File: config.mk
export PLATFORM = sky130hd
export DESIGN_NAME = joypad_irq_ctrl_flat
export DESIGN_NICKNAME = d
export VERILOG_FILES = /design/src/rtl/joypad_irq_if.sv /design/src/rtl/joypad_irq_ctrl.sv /design/src/flat_wrapper.sv
export SDC_FILE = /design/constraint.sdc
export NUM_CORES = 1
export LEC_CHECK = 0
export ABC_AREA = 1
export CAP_MARGIN = 30
export CORE_ASPECT_RATIO = 1.1
export CORE_MARGIN = 2
export CORE_UTILIZATION = 54
export DETAILED_ROUTE_END_ITERATION = 6
export MAX_ROUTING_LAYER = met4
export PLACE_DENSITY_LB_ADDON = 0.25
export SETUP_SLACK_MARGIN = 0.2
export SYNTH_ARGS = -nofsm -noshare
export SYNTH_HDL_FRONTEND = slang
export SYNTH_SLANG_ARGS = --single-unit
export TNS_END_PERCENT = 5
File: constraint.sdc
create_clock -name clk -period 1.7 [get_ports clk]
set_input_delay 0.17 -clock clk [delete_from_list [all_inputs] [get_ports clk]]
set_output_delay 0.17 -clock clk [all_outputs]
set_load 0.01 [all_outputs]
File: src/rtl/joypad_irq_if.sv
// joypad_irq_if -- signal bundle between the joypad interrupt sequencer and
// its environment (pad inputs, STOP status, interrupt controller handshake).
//   p1x_c     : pad inputs {p13,p12,p11,p10}, active low
//   stop_mode : CPU is in STOP, enables wake generation
//   int_ack   : one-cycle clear of the joypad request
//   int_jp    : level interrupt request
//   wake      : one-cycle STOP exit request
//   busy      : sequencer is debouncing or holding
// master drives the inputs (environment / bench), slave is the controller.
interface joypad_irq_if;
  logic [3:0] p1x_c;
  logic       stop_mode;
  logic       int_ack;
  logic       int_jp;
  logic       wake;
  logic       busy;

  modport master (
    output p1x_c, stop_mode, int_ack,
    input  int_jp, wake, busy
  );

  modport slave (
    input  p1x_c, stop_mode, int_ack,
    output int_jp, wake, busy
  );
endinterface

File: src/rtl/joypad_irq_ctrl.sv
// joypad_irq_ctrl -- joypad interrupt and STOP wake-up sequencer.
// Synchronises the four P1x pad lines, detects a falling edge on their AND,
// debounces it for DEBOUNCE_CYC edges, then raises a level interrupt that
// stays set until acknowledged. A release period of DEBOUNCE_CYC all-high
// edges is required before another press can fire.
// Ports:
//   clk     : system clock, rising edge
//   nreset2 : asynchronous active-low reset
//   jp      : joypad_irq_if.slave (p1x_c, stop_mode, int_ack in;
//             int_jp, wake, busy out -- all outputs registered)
module joypad_irq_ctrl #(
  parameter int unsigned SYNC_STAGES  = 2,
  parameter int unsigned DEBOUNCE_CYC = 16,
  parameter int unsigned CNT_W        = 8
) (
  input  logic         clk,
  input  logic         nreset2,
  joypad_irq_if.slave  jp
);

  typedef enum logic [1:0] {
    IDLE     = 2'd0,
    ARMED    = 2'd1,
    DEBOUNCE = 2'd2,
    HELD     = 2'd3
  } state_t;

  localparam logic [CNT_W-1:0] DC_L   = CNT_W'(DEBOUNCE_CYC);
  localparam logic [CNT_W-1:0] ONE_L  = CNT_W'(1);
  localparam logic [CNT_W-1:0] ZERO_L = CNT_W'(0);

  logic [SYNC_STAGES-1:0][3:0] sync_r;
  logic [SYNC_STAGES-1:0]      prime_r;
  state_t                      state_r, state_s;
  logic [CNT_W-1:0]            cnt_r, cnt_s, cnt_inc_s;
  logic                        any_low_s, primed_s, fire_s;
  logic                        int_jp_r, int_jp_s;
  logic                        wake_r, wake_s;
  logic                        busy_r, busy_s;

  // Pad synchroniser chain; reset to all-high (no key pressed).
  always_ff @(posedge clk or negedge nreset2) begin
    if (!nreset2) begin
      sync_r <= '1;
    end else begin
      sync_r[0] <= jp.p1x_c;
      for (int i = 1; i < SYNC_STAGES; i++) begin
        sync_r[i] <= sync_r[i-1];
      end
    end
  end

  // The chain's reset value is a fake "all high". prime_r tracks when the last
  // stage holds a real pad sample, so a key held through reset never looks
  // like a release and cannot arm the sequencer.
  always_ff @(posedge clk or negedge nreset2) begin
    if (!nreset2) begin
      prime_r <= '0;
    end else begin
      prime_r <= {prime_r[SYNC_STAGES-2:0], 1'b1};
    end
  end

  assign any_low_s = ~(&sync_r[SYNC_STAGES-1]);
  assign primed_s  = &prime_r;
  assign cnt_inc_s = cnt_r + ONE_L;

  // Next-state, counter and firing decode.
  always_comb begin
    state_s = state_r;
    cnt_s   = cnt_r;
    fire_s  = 1'b0;
    case (state_r)
      IDLE: begin
        if (primed_s && !any_low_s) begin
          state_s = ARMED;
        end else begin
          state_s = IDLE;
        end
      end
      ARMED: begin
        if (any_low_s) begin
          if (DEBOUNCE_CYC == 1) begin
            fire_s  = 1'b1;
            cnt_s   = ZERO_L;
            state_s = HELD;
          end else begin
            cnt_s   = ONE_L;
            state_s = DEBOUNCE;
          end
        end else begin
          state_s = ARMED;
        end
      end
      DEBOUNCE: begin
        if (!any_low_s) begin
          // Glitch shorter than the debounce window: discard it.
          cnt_s   = ZERO_L;
          state_s = ARMED;
        end else if (cnt_inc_s == DC_L) begin
          fire_s  = 1'b1;
          cnt_s   = ZERO_L;
          state_s = HELD;
        end else begin
          cnt_s   = cnt_inc_s;
        end
      end
      HELD: begin
        // Wait for DEBOUNCE_CYC consecutive all-high edges; presses here are ignored.
        if (any_low_s) begin
          cnt_s   = ZERO_L;
        end else if (cnt_inc_s == DC_L) begin
          cnt_s   = ZERO_L;
          state_s = ARMED;
        end else begin
          cnt_s   = cnt_inc_s;
        end
      end
      default: begin
        state_s = IDLE;
        cnt_s   = ZERO_L;
      end
    endcase
  end

  // Output decode; a firing edge wins over a coincident acknowledge.
  always_comb begin
    busy_s = (state_s == DEBOUNCE) || (state_s == HELD);
    wake_s = fire_s & jp.stop_mode;
    if (fire_s) begin
      int_jp_s = 1'b1;
    end else if (jp.int_ack) begin
      int_jp_s = 1'b0;
    end else begin
      int_jp_s = int_jp_r;
    end
  end

  // State, counter and registered outputs.
  always_ff @(posedge clk or negedge nreset2) begin
    if (!nreset2) begin
      state_r  <= IDLE;
      cnt_r    <= ZERO_L;
      int_jp_r <= 1'b0;
      wake_r   <= 1'b0;
      busy_r   <= 1'b0;
    end else begin
      state_r  <= state_s;
      cnt_r    <= cnt_s;
      int_jp_r <= int_jp_s;
      wake_r   <= wake_s;
      busy_r   <= busy_s;
    end
  end

  assign jp.int_jp = int_jp_r;
  assign jp.wake   = wake_r;
  assign jp.busy   = busy_r;

endmodule

File: src/flat_wrapper.sv
// flat-port wrapper written by rule: the top's interface ports become plain ports
module joypad_irq_ctrl_flat 
#(
  parameter int unsigned SYNC_STAGES  = 2,
  parameter int unsigned DEBOUNCE_CYC = 16,
  parameter int unsigned CNT_W        = 8
)
  (clk, nreset2, jp_p1x_c, jp_stop_mode, jp_int_ack, jp_int_jp, jp_wake, jp_busy);
  joypad_irq_if jp_i ();
  input  logic clk;
  input  logic nreset2;
  input wire logic [$bits(jp_i.p1x_c)-1:0] jp_p1x_c;
  input wire logic [$bits(jp_i.stop_mode)-1:0] jp_stop_mode;
  input wire logic [$bits(jp_i.int_ack)-1:0] jp_int_ack;
  output wire logic [$bits(jp_i.int_jp)-1:0] jp_int_jp;
  output wire logic [$bits(jp_i.wake)-1:0] jp_wake;
  output wire logic [$bits(jp_i.busy)-1:0] jp_busy;
  assign jp_i.p1x_c = jp_p1x_c;
  assign jp_i.stop_mode = jp_stop_mode;
  assign jp_i.int_ack = jp_int_ack;
  assign jp_int_jp = jp_i.int_jp;
  assign jp_wake = jp_i.wake;
  assign jp_busy = jp_i.busy;
  joypad_irq_ctrl #(.SYNC_STAGES(SYNC_STAGES), .DEBOUNCE_CYC(DEBOUNCE_CYC), .CNT_W(CNT_W)) u_core (.clk(clk), .nreset2(nreset2), .jp(jp_i));
endmodule
# Word-level counts from Yosys, hierarchy flattened

Cells that the tools add are included.

Bits of input ports: 8
Word-level logic and storage cells: 42
Register bits: 23
Output and inout port bits: 3

Add/sub/neg operators: 1
Reduce and logical (&&, ||, !) cells: 8
Bitwise logic cells: 1
Mux-type cells: 17
Equal/unequal tests: 7

Operator list:

| operator                                                         | count |
|---|---|
| 8-bit 2-to-1 mux                                                 | 4 |
| 8-bit case mux with 3 select lines                               | 1 |
| 2-bit 2-to-1 mux                                                 | 5 |
| 8-bit by 1-bit adder with 8-bit output (second input constant)   | 1 |
| 2-bit == test (second input constant)                            | 4 |
| 8-bit by 5-bit == test with 1-bit output (second input constant) | 1 |
| 2-bit case mux with 4 select lines                               | 1 |
| 1-bit 2-to-1 mux                                                 | 6 |
| 2-bit AND reduction                                              | 2 |
| 4-bit AND reduction                                              | 1 |
| 3-bit nonzero test                                               | 1 |
| 2-bit by 1-bit == test with 1-bit output (second input constant) | 1 |
| 2-bit logical NOT                                                | 1 |
| 2-bit inequality test (second input constant)                    | 1 |
| 2-bit nonzero test                                               | 1 |
| 1-bit bitwise AND                                                | 1 |
| 1-bit logical AND                                                | 1 |
| 1-bit logical OR                                                 | 1 |

# Longest topological paths before layout

Depth after elaboration: 7
Mapped depth: 10
Gate-level depth less buffers: 9

# Worst setup path before layout

Ideal clock, no wire load.

Path type: register to register
Start: register u_core.cnt_r[0]
End: register u_core.cnt_r[0]
Data arrival time: 1.313 ns
Cell stages (with the launch flop): 10
Library setup time: 0.118 ns
Data required time: 1.582 ns
Setup slack: 0.269 ns
Cells stage by stage: dfrtp_1 > ha_1 > nand3_2 > nand2_1 > nand2_1 > nand3_1 > nor2_4 > nand3_2 > nand3_1 > nand2_1

Longest elaborated chain between the ends: 5
Elaborated cells between the ends (all ways): 6

RTL lines:

| what                                       | RTL line                                       | text |
|---|---|---|
| start: declaration                         | joypad_irq_ctrl.sv:35                          | `logic [CNT_W-1:0] cnt_r, cnt_s, cnt_inc_s;` |
| start signal: assignment                   | joypad_irq_ctrl.sv:149                         | `cnt_r <= cnt_s;` |
| 8-bit by 1-bit adder with 8-bit output (*) | joypad_irq_ctrl.sv:66                          | `assign cnt_inc_s = cnt_r + ONE_L;` |
| 8-bit by 5-bit == test with 1-bit output   | joypad_irq_ctrl.sv:100, joypad_irq_ctrl.sv:112 |  |
| 8-bit 2-to-1 mux (*)                       | joypad_irq_ctrl.sv:100, joypad_irq_ctrl.sv:112 |  |
| 8-bit 2-to-1 mux (on tied branches)        | joypad_irq_ctrl.sv:110, joypad_irq_ctrl.sv:96  |  |
| 8-bit case mux with 3 select lines (*)     | joypad_irq_ctrl.sv:73                          | `case (state_r)` |

Every way passes the cells marked *; elsewhere a longest branch is shown, timed or not.
A chain may end at the register's enable or synchronous reset.

# Final worst setup path

Start: register u_core.cnt_r[0]
End: register u_core.state_r[1]

Longest elaborated chain between the ends: 5
Elaborated cells between the ends (all ways): 7

RTL lines:

| what                                         | RTL line                                       | text |
|---|---|---|
| 8-bit by 1-bit adder with 8-bit output (*)   | joypad_irq_ctrl.sv:66                          |  |
| 8-bit by 5-bit == test with 1-bit output (*) | joypad_irq_ctrl.sv:100, joypad_irq_ctrl.sv:112 |  |
| 2-bit 2-to-1 mux (on tied branches)          | joypad_irq_ctrl.sv:112, joypad_irq_ctrl.sv:100 |  |
| 2-bit 2-to-1 mux (on tied branches)          | joypad_irq_ctrl.sv:110, joypad_irq_ctrl.sv:96  |  |
| 2-bit case mux with 4 select lines (*)       | joypad_irq_ctrl.sv:73                          |  |
| named net u_core.state_s[1]                  | joypad_irq_ctrl.sv:34                          | `state_t state_r, state_s;` |
| end signal: assignment                       | joypad_irq_ctrl.sv:148                         | `state_r <= state_s;` |
| end: declaration                             | joypad_irq_ctrl.sv:34                          |  |

The timed path passes the listed nets; every way through them passes the cells marked *.

==> flow_summary_export.csv <==
group,metric,value,unit
detailed_routing,wl_met3,53,um
grt,grt.total_usage,19.1,%
setup_path,r2r-end,"u_core.state_r[1]$_DFF_PN0_",
synth,synth_area_leaders,"dfrtp_1, dfstp_2, nand2_1",
setup_path,worstPathArrival,1.67,ns
power_and_ir_drop,power.leakage,0.562,nW
grt,grt_pass1_wl,3030,um
timing,min_period,1.47,ns
final_layout,insertedDiodeCount,0,
synth,synth_flop_cell,"dfrtp_1",
clock_tree,htreeDepth,1,
synth,synth_edf_count,0,
setup_path,ff2ff_path_depth,9,
synth,synth_area_per_cell,9.21,um^2
synth,syn_nets,123,
placement,dp_hpwl,1340,um
floorplan,core_area,1800,um^2
clock_tree,path_clk_slew,0.12,ns
clock_tree,cts.path.max_buffers,2,
setup_path,crit_path_start_kind,"register",
synth,yosysSeqAreaShare,55.8,%
clock_tree,cts-buffers-inserted,3,
timing,final.period_utilization,86.5,%
worst_hold_path,hp-class,"primary input to asynchronous set/reset pin",
detailed_routing,wirelength,1830,um
final_layout,final-seq-area,588,um^2
clock_tree,cts_hold_buf,0,
power_and_ir_drop,combPwrFrac,30.0,%
synth,synth_area,1050,um^2
timing,fin_hold_ws,0.193,ns
run_status,status,"finished clean",
power_and_ir_drop,clkPwrFrac,17.6,%
timing,finalMaxSlewViolations,0,
setup_path,crit_chain,"ha_2 > nand3_2 > nand2_1 > nand2_2 > nand3_2 > nor2_4 > nand2_2 > nand2_1 > a21oi_1",
setup_path,worstPathRequired,1.90,ns
grt,antenna_found_initial,0,
synth,yosys.area.top_type,"dfrtp_1",
setup_path,startpoint,"u_core.cnt_r[0]$_DFFE_PN0P_",
timing,setup_viol,0,
placement,port_buffers,10,
timing,fmax,0.680,GHz
final_layout,fin_nets,141,
power_and_ir_drop,swShare,34.9,%
final_layout,final_util,69.2,%
timing,hold_viol_final,0,
power_and_ir_drop,p_int,0.000904,W
floorplan,dieArea,2310,um^2
floorplan,die_w,46.0,um
synth,synth_top_area_share,35.8,%
synth,synthCells,114,
synth,synth.most_common_cell,"nand2_1",
final_layout,nFillCells,146,
detailed_routing,wl_met1,722,um
detailed_routing,wl_met2,991,um
detailed_routing,wl_per_cell,12.3,um
clock_tree,clkLatencyLatePin,0.31,ns
power_and_ir_drop,max-vdd-ir-drop,0.756,mV
setup_path,rrSetupSlack,0.23,ns
detailed_routing,num_vias,781,
timing,fin_skew,0.00350,ns
synth,synth_warnings,0,
detailed_routing,drt-pass1-iter-count,4,
final_layout,multi_input_area,415,um^2
floorplan,io_pins,11,
setup_path,worstSetupEndpoint,"u_core.state_r[1]$_DFF_PN0_",
detailed_routing,highest_layer,"met4",
flow_run,cap_viol_max_count,0,
floorplan,die_y,50.2,um
setup_path,cp_slowest_cell,"dfrtp_2",
placement,gp_congestion,0.860,
synth,yosys-top-cells-count,"nand2_1, inv_1, dfrtp_1",
detailed_routing,drtIter0Drc,14,
setup_path,max_stage_delay,0.43,ns
final_layout,drive_gt1_share,30.5,%
grt,grt_max_degree,24,
timing,rsz0062_at_grt,"true",
power_and_ir_drop,seq_power_share,52.4,%
timing,setup-tns-final,0,ns
synth,synth-seq-cells,23,
setup_path,critPathCaptureType,"register",
synth,ys_types,22,
synth,async_flop_share,100,%
power_and_ir_drop,p_switching,0.000485,W
setup_path,critical_path_class,"register to register",
final_layout,area_delta_synth_final,18.7,%
power_and_ir_drop,power,0.00139,W
setup_path,critical_path.max_fanout,4,
detailed_routing,ant_nets,0,
floorplan,row_count,16,
clock_tree,clk_root_buffer_cell,"clkbuf_4",
detailed_routing,drc,0,
clock_tree,cts_tree,"built",
clock_tree,clock-sinks,23,
power_and_ir_drop,power_density,1110,nW/um^2
grt,overflow,0,
setup_path,r2r_start,"u_core.cnt_r[0]$_DFFE_PN0P_",
grt,grt_pass1_vias,714,
floorplan,initial_core_util,58.3,%
detailed_routing,vias_per_cell,5.24,
## sequential cells by signal, indices dropped and copies added (netlist names)
signal and cells:
u_core.cnt_r 8, u_core.sync_r 8, u_core.prime_r 2, u_core.jp.wake 1, u_core.jp.int_jp 1, u_core.jp.busy 1, u_core.state_r 2
## final cells by class
class	count	share of cell area, %
multi-input combinational	73	33.3
timing repair buffer	14	10.4
inverter	17	5.12
clock buffer	4	2.11
tap	18	1.81
sequential	23	47.2
## metal layers
metal	vias up	GRT usage [%]
met5	-	-
met4	0	8.57
met3	6	2.16
met2	18	32.4
met1	365	21.7
li1	392	-
## cell usage in the layout, fill, tap and decap left out
master | Yosys | layout
conb_1 | 1 | 1
o22ai_1 | 1 | 1
clkbuf_1 | 0 | 1
inv_2 | 0 | 1
a21oi_1 | 2 | 2
inv_1 | 17 | 16
o21ai_2 | 2 | 2
nor2_2 | 2 | 2
nand4_1 | 3 | 3
o21ai_1 | 1 | 3
a21boi_2 | 1 | 1
clkdlybuf4s50_1 | 0 | 10
nand3_1 | 7 | 4
dfrtp_2 | 0 | 2
clkbuf_4 | 0 | 3
buf_4 | 1 | 4
nor3_1 | 1 | 1
dfstp_2 | 8 | 8
o21ai_0 | 6 | 4
nand3_2 | 2 | 5
nand2_2 | 5 | 7
nand2_1 | 27 | 25
dfrtp_1 | 15 | 13
nor2_4 | 3 | 3
nor2_1 | 7 | 7
ha_2 | 0 | 1
nand4_2 | 1 | 1
## timing repair
action                                  CTS  global route
resized for setup                         3             8
endpoints found under the hold margin     0             0
pin swaps                                 1             3
endpoints found under the setup margin    8            11
buffers inserted                          2             0
## worst min-delay path by stage
stage / start / to / slack, ns / cells past startpoint
floorplan: nreset2 / u_core.cnt_r[0]$_DFFE_PN0P_ / -0.13 / 0
global placement: u_core.sync_r[1]$_DFF_PN1_ / u_core.sync_r[5]$_DFF_PN1_ / 0.35 / 0
detailed placement: u_core.sync_r[1]$_DFF_PN1_ / u_core.sync_r[5]$_DFF_PN1_ / 0.35 / 0
CTS: nreset2 / u_core.cnt_r[7]$_DFFE_PN0P_ / 0.21 / 2
global route: nreset2 / u_core.jp.wake$_DFF_PN0_ / 0.21 / 2
finish: nreset2 / u_core.cnt_r[7]$_DFFE_PN0P_ / 0.19 / 2
## worst max-delay path: cells and delay by family (launching register included)
kind / cells / cell delay, ns
AOI/OAI and AO/OA: 1 / 0.07
adders and majority gates: 1 / 0.21
DFF: 1 / 0.43
and+or+nand+nor: 7 / 0.66
## per-stage QoR
stage	instance area, um^2	instances	setup slack, ns
after CTS	1230	149	0.201
final	1250	149	0.229
after detailed placement	1180	143	0.130
after global placement	1180	143	0.170
after global routing	1250	149	0.151
after floorplan	1050	114	0.269
## power groups by stage
stage / Combinational, W / Clock [W] / Sequential [W]
after floorplan: 0.000227 / 0 / 0.000718
after global placement: 0.000313 / 0 / 0.000746
after detailed placement: 0.000320 / 0 / 0.000750
after CTS: 0.000384 / 0.000250 / 0.000721
after global routing: 0.000463 / 0.000275 / 0.000742
final: 0.000416 / 0.000244 / 0.000728
## kinds of logic after synthesis
logic type,Yosys count,synth area share [%]
flops,23,55.8
simple gates,58,28.2
other cells,1,0.357
fa+ha+maj,1,1.19
compound gates,13,7.63
buf+inv,18,6.79
No activity file was read; power rests on OpenSTA's default activity.
